--- src/rtl/pc_next_sequencer.sv ---
`default_nettype none
// ============================================================================
// Module   : pc_next_sequencer
// Purpose  : Next-PC producer for the fetch path. Issues RESET_VEC after reset,
//            then increments by STEP each cycle. Redirects to a branch/jump
//            target through a valid/ack handshake and holds the PC on stall.
//            Supports halt/resume. A misaligned target is replaced by
//            TRAP_VEC and raises a sticky error flag.
// Ports    : clk          - system clock, rising edge
//            rst_n        - asynchronous active-low reset
//            stall        - hold next_pc this cycle
//            br_valid     - redirect request, held with br_target until ack
//            br_target    - redirect address
//            halt_req     - enter HALT
//            resume       - leave HALT
//            next_pc      - value for the PC register input
//            pc_valid     - next_pc is a live fetch address
//            br_ack       - one-cycle pulse, redirect accepted
//            halted       - high while in HALT
//            misalign_err - sticky, a misaligned target was seen
// Revision : 1.0 - initial release
// ============================================================================
module pc_next_sequencer #(
  parameter logic [31:0] RESET_VEC = 32'h0000_0000,
  parameter logic [31:0] TRAP_VEC  = 32'h0000_0100,
  parameter logic [31:0] STEP      = 32'd4
) (
  input  logic        clk,
  input  logic        rst_n,
  input  logic        stall,
  input  logic        br_valid,
  input  logic [31:0] br_target,
  input  logic        halt_req,
  input  logic        resume,
  output logic [31:0] next_pc,
  output logic        pc_valid,
  output logic        br_ack,
  output logic        halted,
  output logic        misalign_err
);

  localparam logic [1:0] ST_BOOT = 2'd0;
  localparam logic [1:0] ST_RUN  = 2'd1;
  localparam logic [1:0] ST_HALT = 2'd2;

  logic [1:0]  state_q,        state_d;
  logic [31:0] next_pc_q,      next_pc_d;
  logic        pc_valid_q,     pc_valid_d;
  logic        br_ack_q,       br_ack_d;
  logic        halted_q,       halted_d;
  logic        misalign_err_q, misalign_err_d;

  logic        target_aligned;

  assign target_aligned = (br_target[1:0] == 2'b00);

  always_comb begin
    state_d        = state_q;
    next_pc_d      = next_pc_q;
    pc_valid_d     = pc_valid_q;
    br_ack_d       = 1'b0;          // ack is a single-cycle pulse
    halted_d       = halted_q;
    misalign_err_d = misalign_err_q;

    case (state_q)
      ST_BOOT: begin
        // BOOT always lasts exactly one cycle; stall has no effect here.
        state_d    = ST_RUN;
        pc_valid_d = 1'b1;
        halted_d   = 1'b0;
      end

      ST_RUN: begin
        if (halt_req) begin
          state_d    = ST_HALT;
          pc_valid_d = 1'b0;
          halted_d   = 1'b1;
        end else if (stall) begin
          // Hold PC; a pending request stays pending because ack stays low.
        end else if (br_valid && !br_ack_q) begin
          // The request is still asserted during its own ack cycle, so the
          // ack qualifier prevents one request from being taken twice.
          br_ack_d = 1'b1;
          if (target_aligned) begin
            next_pc_d = br_target;
          end else begin
            next_pc_d      = TRAP_VEC;
            misalign_err_d = 1'b1;
          end
        end else begin
          next_pc_d = next_pc_q + STEP;
        end
      end

      ST_HALT: begin
        // halt_req wins over resume when both are asserted.
        if (resume && !halt_req) begin
          state_d    = ST_RUN;
          pc_valid_d = 1'b1;
          halted_d   = 1'b0;
        end
      end

      default: begin
        // Unreachable encoding: restart cleanly from BOOT.
        state_d    = ST_BOOT;
        next_pc_d  = RESET_VEC;
        pc_valid_d = 1'b0;
        halted_d   = 1'b0;
      end
    endcase
  end

  always_ff @(posedge clk or negedge rst_n) begin
    if (!rst_n) begin
      state_q        <= ST_BOOT;
      next_pc_q      <= RESET_VEC;
      pc_valid_q     <= 1'b0;
      br_ack_q       <= 1'b0;
      halted_q       <= 1'b0;
      misalign_err_q <= 1'b0;
    end else begin
      state_q        <= state_d;
      next_pc_q      <= next_pc_d;
      pc_valid_q     <= pc_valid_d;
      br_ack_q       <= br_ack_d;
      halted_q       <= halted_d;
      misalign_err_q <= misalign_err_d;
    end
  end

  assign next_pc      = next_pc_q;
  assign pc_valid     = pc_valid_q;
  assign br_ack       = br_ack_q;
  assign halted       = halted_q;
  assign misalign_err = misalign_err_q;

endmodule
`default_nettype wire

--- config.mk ---
export PLATFORM = sky130hd
export DESIGN_NAME = pc_next_sequencer
export DESIGN_NICKNAME = d
export VERILOG_FILES = /design/src/rtl/pc_next_sequencer.sv
export SDC_FILE = /design/constraint.sdc
export NUM_CORES = 1
export LEC_CHECK = 0
export ABC_AREA = 1
export BUFFER_PORTS_ARGS = -buffer_cell sky130_fd_sc_hd__buf_4
export CORE_UTILIZATION = 50
export CTS_BUF_LIST = sky130_fd_sc_hd__clkbuf_4
export CTS_CLUSTER_SIZE = 25
export DETAILED_ROUTE_END_ITERATION = 16
export PLACE_DENSITY = 0.77
export SLEW_MARGIN = 10
export SYNTH_ARGS = -nofsm -noshare
export SYNTH_HDL_FRONTEND = slang
export SYNTH_SLANG_ARGS = --single-unit
--- constraint.sdc ---
create_clock -name clk -period 4 [get_ports clk]
set_clock_uncertainty 0.2 [all_clocks]
set_input_delay 0.8 -clock clk [delete_from_list [all_inputs] [get_ports clk]]
set_output_delay 0.8 -clock clk [all_outputs]
set_load 0.02 [all_outputs]
==> Flow_metrics.wiki <==
{| class="wikitable"
! Metric !! Value
|-
| Worst path bufs/invs || 5
|-
| Total routing usage reported by global routing || 28.4%
|-
| Total area of multi-input combinational cells || 1540 µm²
|-
| Required @ worst endpoint || 4100 ps
|-
| Final-layout setup total negative slack || 0 ps
|-
| Maximum number of buffers from clock root to sink || 2
|-
| Power Density || 584 nW/µm²
|-
| Cell class contributing the biggest share of worst-path delay || buffers and inverters
|-
| Kind of end point of the critical path || flip-flop
|-
| Critical path's largest stage delay || 340 ps
|-
| Sequential cell area || 901 µm²
|-
| Area growth from synthesis to layout || 26.5%
|-
| Setup fix buffers added after clock tree synthesis || 0
|-
| Synthesized net count || 443
|-
| Die area || 5510 µm²
|-
| Achievable frequency || 448 MHz
|-
| Gr ovfl total || 0
|-
| Initial DRC count || 174
|-
| Number of diodes added for antenna fixing || 0
|-
| Clk pin slew, worst setup/hold paths || 120 ps
|-
| Portion of netlist area occupied by mux cells || 0%
|-
| Hold Crit Class || primary input to async pin
|-
| Beginning of the critical path || br_valid
|-
| Net count of the finished layout || 516
|-
| Setup slack, reg-to-reg || 1960 ps
|-
| Chip Height || 74.2 µm
|-
| Critical path destination || next_pc[4]
|-
| Initial antenna violation count || 0
|-
| TritonCTS Buffers || 5
|-
| Fraction of layout cells with a size suffix above 1 || 23.2%
|-
| Fill cell count || 470
|-
| Clock tree from TritonCTS || yes
|-
| Depth of the critical timing path with buffers and inverters included || 10
|-
| Xor and xnor area share after synthesis || 2.35%
|-
| WL/cell || 12.8 µm
|-
| Static leakage || 0.00155 µW
|-
| Total of buffers placed on input and output ports || 73
|-
| Max-slew headroom || 43.1%
|-
| Cells traversed along the worst timing path || buf_4 > inv_1 > nor2_4 > buf_4 > inv_1 > buf_4 > nand2_1 > a21oi_1 > o22ai_1 > a21oi_1
|-
| Compound-cell area share of the yosys netlist || 11.5%
|-
| Number of primary I/O pins || 74
|-
| Post-layout utilization of the core || 67.6%
|-
| Unique masters post-synth || 29
|-
| Synth top cells by count || 173 x nand2_1, 36 x dfrtp_1, 33 x nor2_1, 29 x a21oi_1, 28 x inv_1
|-
| Library cell occupying the most area in the post-synthesis netlist || dfrtp_1
|-
| Total number of vias || 2764
|-
| CTS H-Tree Depth || 2
|-
| Count of instances resized after the clock tree is built || 0
|-
| Post-synthesis share of cell area spent on full adders, half adders and majority gates || 0.480%
|-
| Clock insertion delay at the later pin of the skew report || 360 ps
|-
| Final worst setup slack || 1770 ps
|-
| Clock tree sinks || 36
|-
| Cell repeated most along the worst path || buf_4
|-
| Slowest library cell on the worst path || inv_1
|-
| CP max FO || 26
|-
| Dominant combinational cell family by area after synthesis || simple AND/OR/NAND/NOR gates
|-
| Post-Synthesis Cells || 404
|-
| Routed wire length || 7000 µm
|-
| Slew Limit Fails || 0
|-
| Highest ir drop seen on vdd || 0.000525 V
|-
| Sequential cell area fraction in the yosys report || 34.5%
|-
| Worst Reg2Reg Path Length in Cells || 8
|-
| Post-synth top area share || 34.5%
|-
| Simple logic cell fraction of the synthesized area || 44.9%
|-
| Top-count cell post-synth || nand2_1
|-
| Final worst-path cycle share || 55.8%
|-
| Maximum number of pins on one net before global-route repair || 37
|-
| Number of synthesized flops with an enable pin || 0
|-
| Status || finished, final reports clean
|-
| Final Setup Violations || 0
|-
| First-pass detailed-route iteration total || 5
|-
| Post-Place Setup Slack || 1370 ps
|-
| Post-detail-place hpwl || 5280 µm
|-
| #FFs+latches synth || 36
|-
| Maximum capacitance violations || 0
|-
| Horizontal extent of the die || 74.2 µm
|-
| Total power consumption of the routed design || 1930 µW
|-
| Site Rows || 25
|-
| Antenna-violating nets left || 0
|-
| Count of yosys warnings during synthesis || 0
|-
| Root cell of the clock tree || clkbuf_4
|-
| Gpl congestion || 0.887
|-
| Number of global-route vias before repair || 2627
|-
| Most instantiated flip-flop cell in the synthesis netlist || dfrtp_1
|-
| Global-route wire length before repair || 12000 µm
|-
| Hold-fix buffer count after cts || 0
|-
| Effective utilization at floorplan || 53.4%
|-
| Avg Cell Area, Syn || 6.45 µm²
|-
| Synth top area cells || dfrtp_1 35%, nand2_1 25%, a21oi_1 5.6%
|-
| Number of hold violations in the final report || 0
|-
| Category of the critical setup timing path || primary input to flip-flop
|-
| Share of async-settable or async-resettable flops after synthesis || 100%
|-
| Core box area || 4880 µm²
|-
| Post-Syn Area || 2610 µm²
|-
| RSZ-0062 raised after global routing || false
|-
| Shortest clock period the worst path allows after layout || 2230 ps
|-
| RR Endpoint || next_pc[2]
|-
| Slew of the pin with the lowest slew margin || 851 ps
|-
| Critical Path Source Type || primary input
|-
| Via count normalized by instance count || 5.07
|-
| Final routed DRC violation total || 0
|-
| CP Data Arrival Time || 2330 ps
|-
| Critical register-to-register path startpoint || br_ack
|}
-- state kept, by name, indices dropped and copies added, names as in the netlist --
signal / cells
next_pc: 32
state_q: 1
halted: 1
misalign_err: 1
br_ack: 1
-- metal layers --
metal / global-route usage, % / wire (µm) / vias up
met3: 5.15 / 393 / 7
li1: - / - / 1435
met2: 47.7 / 3430 / 79
met5: 0 / 0 / -
met1: 37.1 / 3100 / 1243
met4: 9.01 / 70 / 0
-- cell type report --
cell class | instances | share of cell area [%]
Tap cell | 67 | 2.54
Sequential cell | 36 | 27.3
Timing Repair Buffer | 77 | 17.5
Clock inverter | 2 | 1.06
Inverter | 30 | 3.41
Multi-Input combinational cell | 327 | 46.8
Clock buffer | 6 | 1.37
-- worst register-to-register path: cells and delay by family, from the launching register on --
family	cells	cell delay, ps
AOI/OAI and AO/OA	2	200
buffers and inverters	4	890
DFF	1	430
and+or+nand+nor	2	210
-- metrics by stage --
stage | cells | cell area, µm² | hold WS [ps]
2_1_floorplan | 404 | 2610 | 304
3_3_place_gp | 537 | 3220 | 245
3_5_place_dp | 537 | 3220 | 269
4_1_cts | 545 | 3300 | 189
5_1_grt | 545 | 3300 | 206
6_report | 545 | 3300 | 182
-- worst min-delay path by stage --
stage	startpoint	end	slack, ps	cells past startpoint
final	rst_n	next_pc[20]	180	1
after global placement	misalign_err	misalign_err	250	1
after detailed placement	misalign_err	misalign_err	270	1
after floorplan	rst_n	br_ack	300	0
after global routing	rst_n	misalign_err	210	1
after CTS	rst_n	next_pc[20]	190	1
-- cells by family after synthesis --
| group | count (synthesis) |
|---|---|
| and+or+nand+nor | 263 |
| buffers and inverters | 41 |
| xor gates and xnor gates | 7 |
| DFF | 36 |
| AOI/OAI and AO/OA | 56 |
| adders and majority gates | 1 |
-- cells in the final DEF, fill, tap and decap left out --
| master | instances |
|---|---|
| a21boi_0 | 1 |
| a21o_1 | 1 |
| a21oi_1 | 29 |
| a22oi_1 | 2 |
| and2_1 | 1 |
| and2_2 | 1 |
| buf_4 | 77 |
| bufinv_16 | 1 |
| clkbuf_4 | 6 |
| clkinv_2 | 1 |
| dfrtp_1 | 36 |
| ha_1 | 1 |
| inv_1 | 28 |
| inv_2 | 2 |
| nand2_1 | 173 |
| nand2_2 | 4 |
| nand2_4 | 1 |
| nand3_1 | 23 |
| nand3_2 | 1 |
| nand3b_1 | 9 |
| nor2_1 | 33 |
| nor2_2 | 6 |
| nor2_4 | 10 |
| nor3_1 | 1 |
| o21ai_0 | 14 |
| o21ai_1 | 4 |
| o21ai_2 | 1 |
| o22ai_1 | 4 |
| xnor2_1 | 3 |
| xor2_1 | 4 |
-- power by group --
group	switching, µW	internal (µW)
clock	128	138
combinational	543	387
sequential	224	507
total	895	1030
Note: power is estimated with default switching activity, not from simulation.
